`config.mk`:
```
export PLATFORM = sky130hd
export DESIGN_NAME = inst_fetch
export DESIGN_NICKNAME = d
export VERILOG_FILES = /design/src/rtl/inst_fetch.sv
export SDC_FILE = /design/constraint.sdc
export NUM_CORES = 1
export LEC_CHECK = 0
export BUFFER_PORTS_ARGS = -buffer_cell sky130_fd_sc_hd__buf_4
export CORE_UTILIZATION = 45
export CTS_BUF_LIST = sky130_fd_sc_hd__clkbuf_8
export DETAILED_ROUTE_END_ITERATION = 10
export GPL_ROUTABILITY_DRIVEN = 0
export HOLD_SLACK_MARGIN = 0.12
export PLACE_DENSITY = 0.69
export SLEW_MARGIN = 20
export SYNTH_ARGS = -nofsm -noshare
export SYNTH_HDL_FRONTEND = slang
export SYNTH_SLANG_ARGS = --single-unit
```
`constraint.sdc`:
```
create_clock -name clk -period 3.1 [get_ports clk]
set_clock_uncertainty 0.05 [all_clocks]
set_input_delay 0.155 -clock clk [delete_from_list [all_inputs] [get_ports clk]]
set_output_delay 0.155 -clock clk [all_outputs]
set_load 0.01 [all_outputs]
```
`src/rtl/inst_fetch.sv`:
```
// Instruction fetch stage: assembles 32-bit little-endian instructions from a
// byte-wide memory port and presents them to the IF/ID register, with ID redirects.
module inst_fetch #(
    parameter int                ADDR_W   = 32,
    parameter logic [ADDR_W-1:0] RESET_PC = {ADDR_W{1'b0}}
) (
    input  logic              clk,
    input  logic              rst,
    input  logic              stall_i,
    input  logic              branch_flag_i,
    input  logic [ADDR_W-1:0] branch_target_i,
    output logic              mem_re_o,
    output logic [ADDR_W-1:0] mem_addr_o,
    input  logic              mem_grant_i,
    input  logic [7:0]        mem_rdata_i,
    output logic [ADDR_W-1:0] pc_o,
    output logic [31:0]       inst_o,
    output logic              inst_valid_o
);

    typedef enum logic [0:0] {
        ST_FETCH = 1'b0,
        ST_HOLD  = 1'b1
    } state_e;

    state_e            state_q, state_d;
    logic [ADDR_W-1:0] fetch_pc_q, fetch_pc_d;
    logic [2:0]        req_cnt_q, req_cnt_d;
    logic [1:0]        resp_cnt_q, resp_cnt_d;
    logic              pending_q, pending_d;
    logic [23:0]       buf_q, buf_d;
    logic [31:0]       inst_q, inst_d;
    logic [ADDR_W-1:0] pc_q, pc_d;
    logic              valid_q, valid_d;
    logic              mem_re_s;

    // Next-state logic: redirect beats stall, stall beats normal byte progress.
    always_comb begin
        state_d    = state_q;
        fetch_pc_d = fetch_pc_q;
        req_cnt_d  = req_cnt_q;
        resp_cnt_d = resp_cnt_q;
        pending_d  = 1'b0;
        buf_d      = buf_q;
        inst_d     = inst_q;
        pc_d       = pc_q;
        valid_d    = valid_q;
        mem_re_s   = 1'b0;

        if (branch_flag_i) begin
            // A byte still in flight from before the redirect is dropped via pending.
            fetch_pc_d = branch_target_i;
            req_cnt_d  = 3'd0;
            resp_cnt_d = 2'd0;
            pending_d  = 1'b0;
            valid_d    = 1'b0;
            state_d    = ST_FETCH;
        end else begin
            case (state_q)
                ST_FETCH: begin
                    mem_re_s = (req_cnt_q < 3'd4);
                    if (mem_re_s && mem_grant_i) begin
                        req_cnt_d = req_cnt_q + 3'd1;
                        pending_d = 1'b1;
                    end else begin
                        req_cnt_d = req_cnt_q;
                        pending_d = 1'b0;
                    end
                    if (pending_q) begin
                        resp_cnt_d = resp_cnt_q + 2'd1;
                        case (resp_cnt_q)
                            2'd0: buf_d[7:0]   = mem_rdata_i;
                            2'd1: buf_d[15:8]  = mem_rdata_i;
                            2'd2: buf_d[23:16] = mem_rdata_i;
                            default: begin
                                inst_d  = {mem_rdata_i, buf_q};
                                pc_d    = fetch_pc_q;
                                valid_d = 1'b1;
                                state_d = ST_HOLD;
                            end
                        endcase
                    end else begin
                        resp_cnt_d = resp_cnt_q;
                    end
                end
                ST_HOLD: begin
                    if (!stall_i) begin
                        fetch_pc_d = fetch_pc_q + {{(ADDR_W-3){1'b0}}, 3'd4};
                        req_cnt_d  = 3'd0;
                        resp_cnt_d = 2'd0;
                        valid_d    = 1'b0;
                        state_d    = ST_FETCH;
                    end else begin
                        state_d = ST_HOLD;
                    end
                end
                default: begin
                    state_d = ST_FETCH;
                end
            endcase
        end
    end

    // State and datapath registers with synchronous reset.
    always_ff @(posedge clk) begin
        if (rst) begin
            state_q    <= ST_FETCH;
            fetch_pc_q <= RESET_PC;
            req_cnt_q  <= 3'd0;
            resp_cnt_q <= 2'd0;
            pending_q  <= 1'b0;
            buf_q      <= 24'd0;
            inst_q     <= 32'd0;
            pc_q       <= RESET_PC;
            valid_q    <= 1'b0;
        end else begin
            state_q    <= state_d;
            fetch_pc_q <= fetch_pc_d;
            req_cnt_q  <= req_cnt_d;
            resp_cnt_q <= resp_cnt_d;
            pending_q  <= pending_d;
            buf_q      <= buf_d;
            inst_q     <= inst_d;
            pc_q       <= pc_d;
            valid_q    <= valid_d;
        end
    end

    assign mem_re_o     = mem_re_s & ~rst;
    assign mem_addr_o   = fetch_pc_q + {{(ADDR_W-3){1'b0}}, req_cnt_q};
    assign pc_o         = pc_q;
    assign inst_o       = inst_q;
    assign inst_valid_o = valid_q;

endmodule

```
==> results.ini <==
[clock_tree]
cts_made_buffers = 17
clock_path_buffers = 2
clk_latency_ns = 0.45
cts_resized = 0
cts_max_level = 4
ctsHoldBuffers = 51
path_clk_slew_ns = 0.07
cts_root_buffer = clkbuf_8
cts_tree = yes
cts_sinks = 128
cts_setup_buffers = 0

[cells_and_area]
drive_gt1_frac = 0.209
fin_nets = 972
seqCellArea_mm2 = 0.00256
final_common_cell = nand2_1
diodes = 0
n_fill_cell = 1158
final_cell_mix = nand2_1, buf_4, dfxtp_1, a21oi_1, dlygate4sd3_1
areaGrowthSynthToFinish_pct = 34.4
finalInstanceArea_mm2 = 0.00793
multi_input_area_mm2 = 0.00307
fin_util = 0.624

[worst_hold_path]
hp-class = flip-flop to flip-flop
hp-start = inst_o[1]

[setup_path]
worstPathRequired_ns = 2.89
critPathMaxStageDelay_ns = 0.53
crit_buf_inv = 2
startpoint = fetch_pc_q[4]
r2r_start = fetch_pc_q[3]
crit_slowest_cell = dfxtp_1
crit_chain = nand4_1 -> a21oi_1 -> buf_4 -> nand4_1 -> xnor2_1 -> buf_4
critPathKind = flip-flop to output port
end_kind = output port
crit_family = simple AND/OR/NAND/NOR gates
critical_path.max_fanout = 11
worstPathArrival_ns = 2.62
startpoint_type = flip-flop

[synth]
synth-adder-area-share = 0.0225
synth_compound_area_frac = 0.143
synth.ff_latch_count = 128
synth.distinct_cells = 46
yosysSeqAreaShare = 0.434
ys.flop_type = dfxtp_1
synthCells = 755
synthSimpleGateAreaFrac = 0.273
synth.net_count = 810
syn-cell-area_mm2 = 0.00590
synth_top_family_by_area = simple AND/OR/NAND/NOR gates
async_reset_ff_frac = 0
synth.avg_cell_area_um2 = 7.82
yosys.area.top_type = dfxtp_1
yosys-mux-area-fraction = 0.0170
yosysWarnings = 0
synth.area.top_cells = dfxtp_1, nand2_1, a21oi_1, xnor2_1, nor2_1
synthXorXnorAreaFrac = 0.0623
synth_edf_count = 0
synth_top_area_frac = 0.434

[timing]
fmax_mhz = 354
finalCritPeriodShare = 0.910
finalHoldViolCount = 0
drv_slew = 0
rsz0062_at_grt = false
period_needed_ns = 2.82
setup_tns_ns = 0
fin_hold_ws_ns = 0.404
relSlewSlack = 0.521
worstMarginPinSlew_ns = 0.712
finalSetupViolations = 0

[detailed_routing]
antenna_left = 0
dr.pass1.iters = 5
wirelength_um = 17300
dr.first_iter.drc_count = 513
drc = 0
viasPerCell = 5.42
routedWlPerCell_um = 15.7
vias = 5972

[grt]
met1_usage = 0.338
grt_use_met3 = 0.0576
use_met2 = 0.411
grt_max_degree = 50
overflow = 0
grt.total_usage = 0.261
antenna_found_initial = 0
grt_pass1_wl_um = 27200
top_usage_layer = met2
grt_pass1_vias = 5591

[pwr]
ir_drop_mv = 0.273
powerDensity_mw_per_mm2 = 436
p_leak_uw = 0.00302

[placement]
dp_hpwl_um = 11800
port_buffers = 142
dpl_cell_area_mm2 = 0.00704

[die]
start_util = 0.464
core_area_mm2 = 0.0127
die_area_mm2 = 0.0136
num_io_pins = 143
row_count = 41
die_x_um = 117
die_h_um = 117

[outcome]
outcome = completed

[job]
cap_violations = 0

==> worst reg2reg max path, stage by stage (launching register included) <==
cell and delay (ns):
dfxtp_1 0.52, ha_1 0.24, nand3_1 0.25, or4_1 0.66, o21ai_0 0.23, a221oi_1 0.09, dlygate4sd3_1 0.57
==> cell families after synthesis <==
group	after synthesis
xor+xnor	42
compound gates	145
simple gates	349
buf+inv	71
fa+ha+maj	10
mux	10
flops	128
==> registers in the layout, summed over array words and instances (netlist names) <==
| name | cells |
|---|---|
| req_cnt_q | 3 |
| fetch_pc_q | 32 |
| buf_q | 24 |
| inst_o | 32 |
| state_q | 1 |
| inst_valid_o | 1 |
| pc_o | 32 |
| resp_cnt_q | 2 |
| pending_q | 1 |
==> routing by layer <==
layer	vias to the layer above	part of all wire
met3	41	0.064
met2	230	0.46
met4	0	0.031
met5	-	0
li1	2900	-
met1	2801	0.44
==> area by class of cell <==
cell class / instances / share of cell area
well taps: 172 / 0.0271
multi-input cells: 556 / 0.387
flip-flops and latches: 128 / 0.323
inverters: 9 / 0.00426
clock inverters: 12 / 0.0151
repair buffers: 205 / 0.210
clock buffers: 19 / 0.0330
==> synth_stat cells, types with 9 or more instances <==
cell and instances:
nand2_1 189, dfxtp_1 128, a21oi_1 97, nor2_1 49, clkbuf_1 48, xnor2_1 31, nand3_1 20, nand4_1 20
a211oi_1 11, a311oi_1 11, buf_2 11, nor3_1 11, xor2_1 11, mux2i_1 10, ha_1 9, inv_1 9
==> stage by stage <==
step                      setup slack [ns]  total power [uW]  instances
after floorplan                      0.979              1910        755
after global placement               0.734              2040       1019
after detailed placement             0.579              2050       1019
after CTS                            0.372              3480       1101
after global routing                 0.113              3590       1101
final                                0.278              3460       1101
==> path summary, 6_finish.rpt <==
| kind | to | slack [ns] | cells after the start |
|---|---|---|---|
| worst max-delay path | mem_addr_o[21] | 0.28 | 6 |
| worst min-delay path | inst_o[1] | 0.40 | 2 |
| worst max register to register | fetch_pc_q[18] | 0.38 | 6 |
| worst min register to register | inst_o[1] | 0.40 | 2 |
==> power by group <==
part | leakage, uW | switching, uW | total (uW) | internal, uW
clock | 0.000188 | 654 | 1390 | 740
combinational | 0.00179 | 149 | 322 | 173
sequential | 0.00104 | 66.1 | 1740 | 1680
No activity file was read; power rests on OpenSTA's default activity.
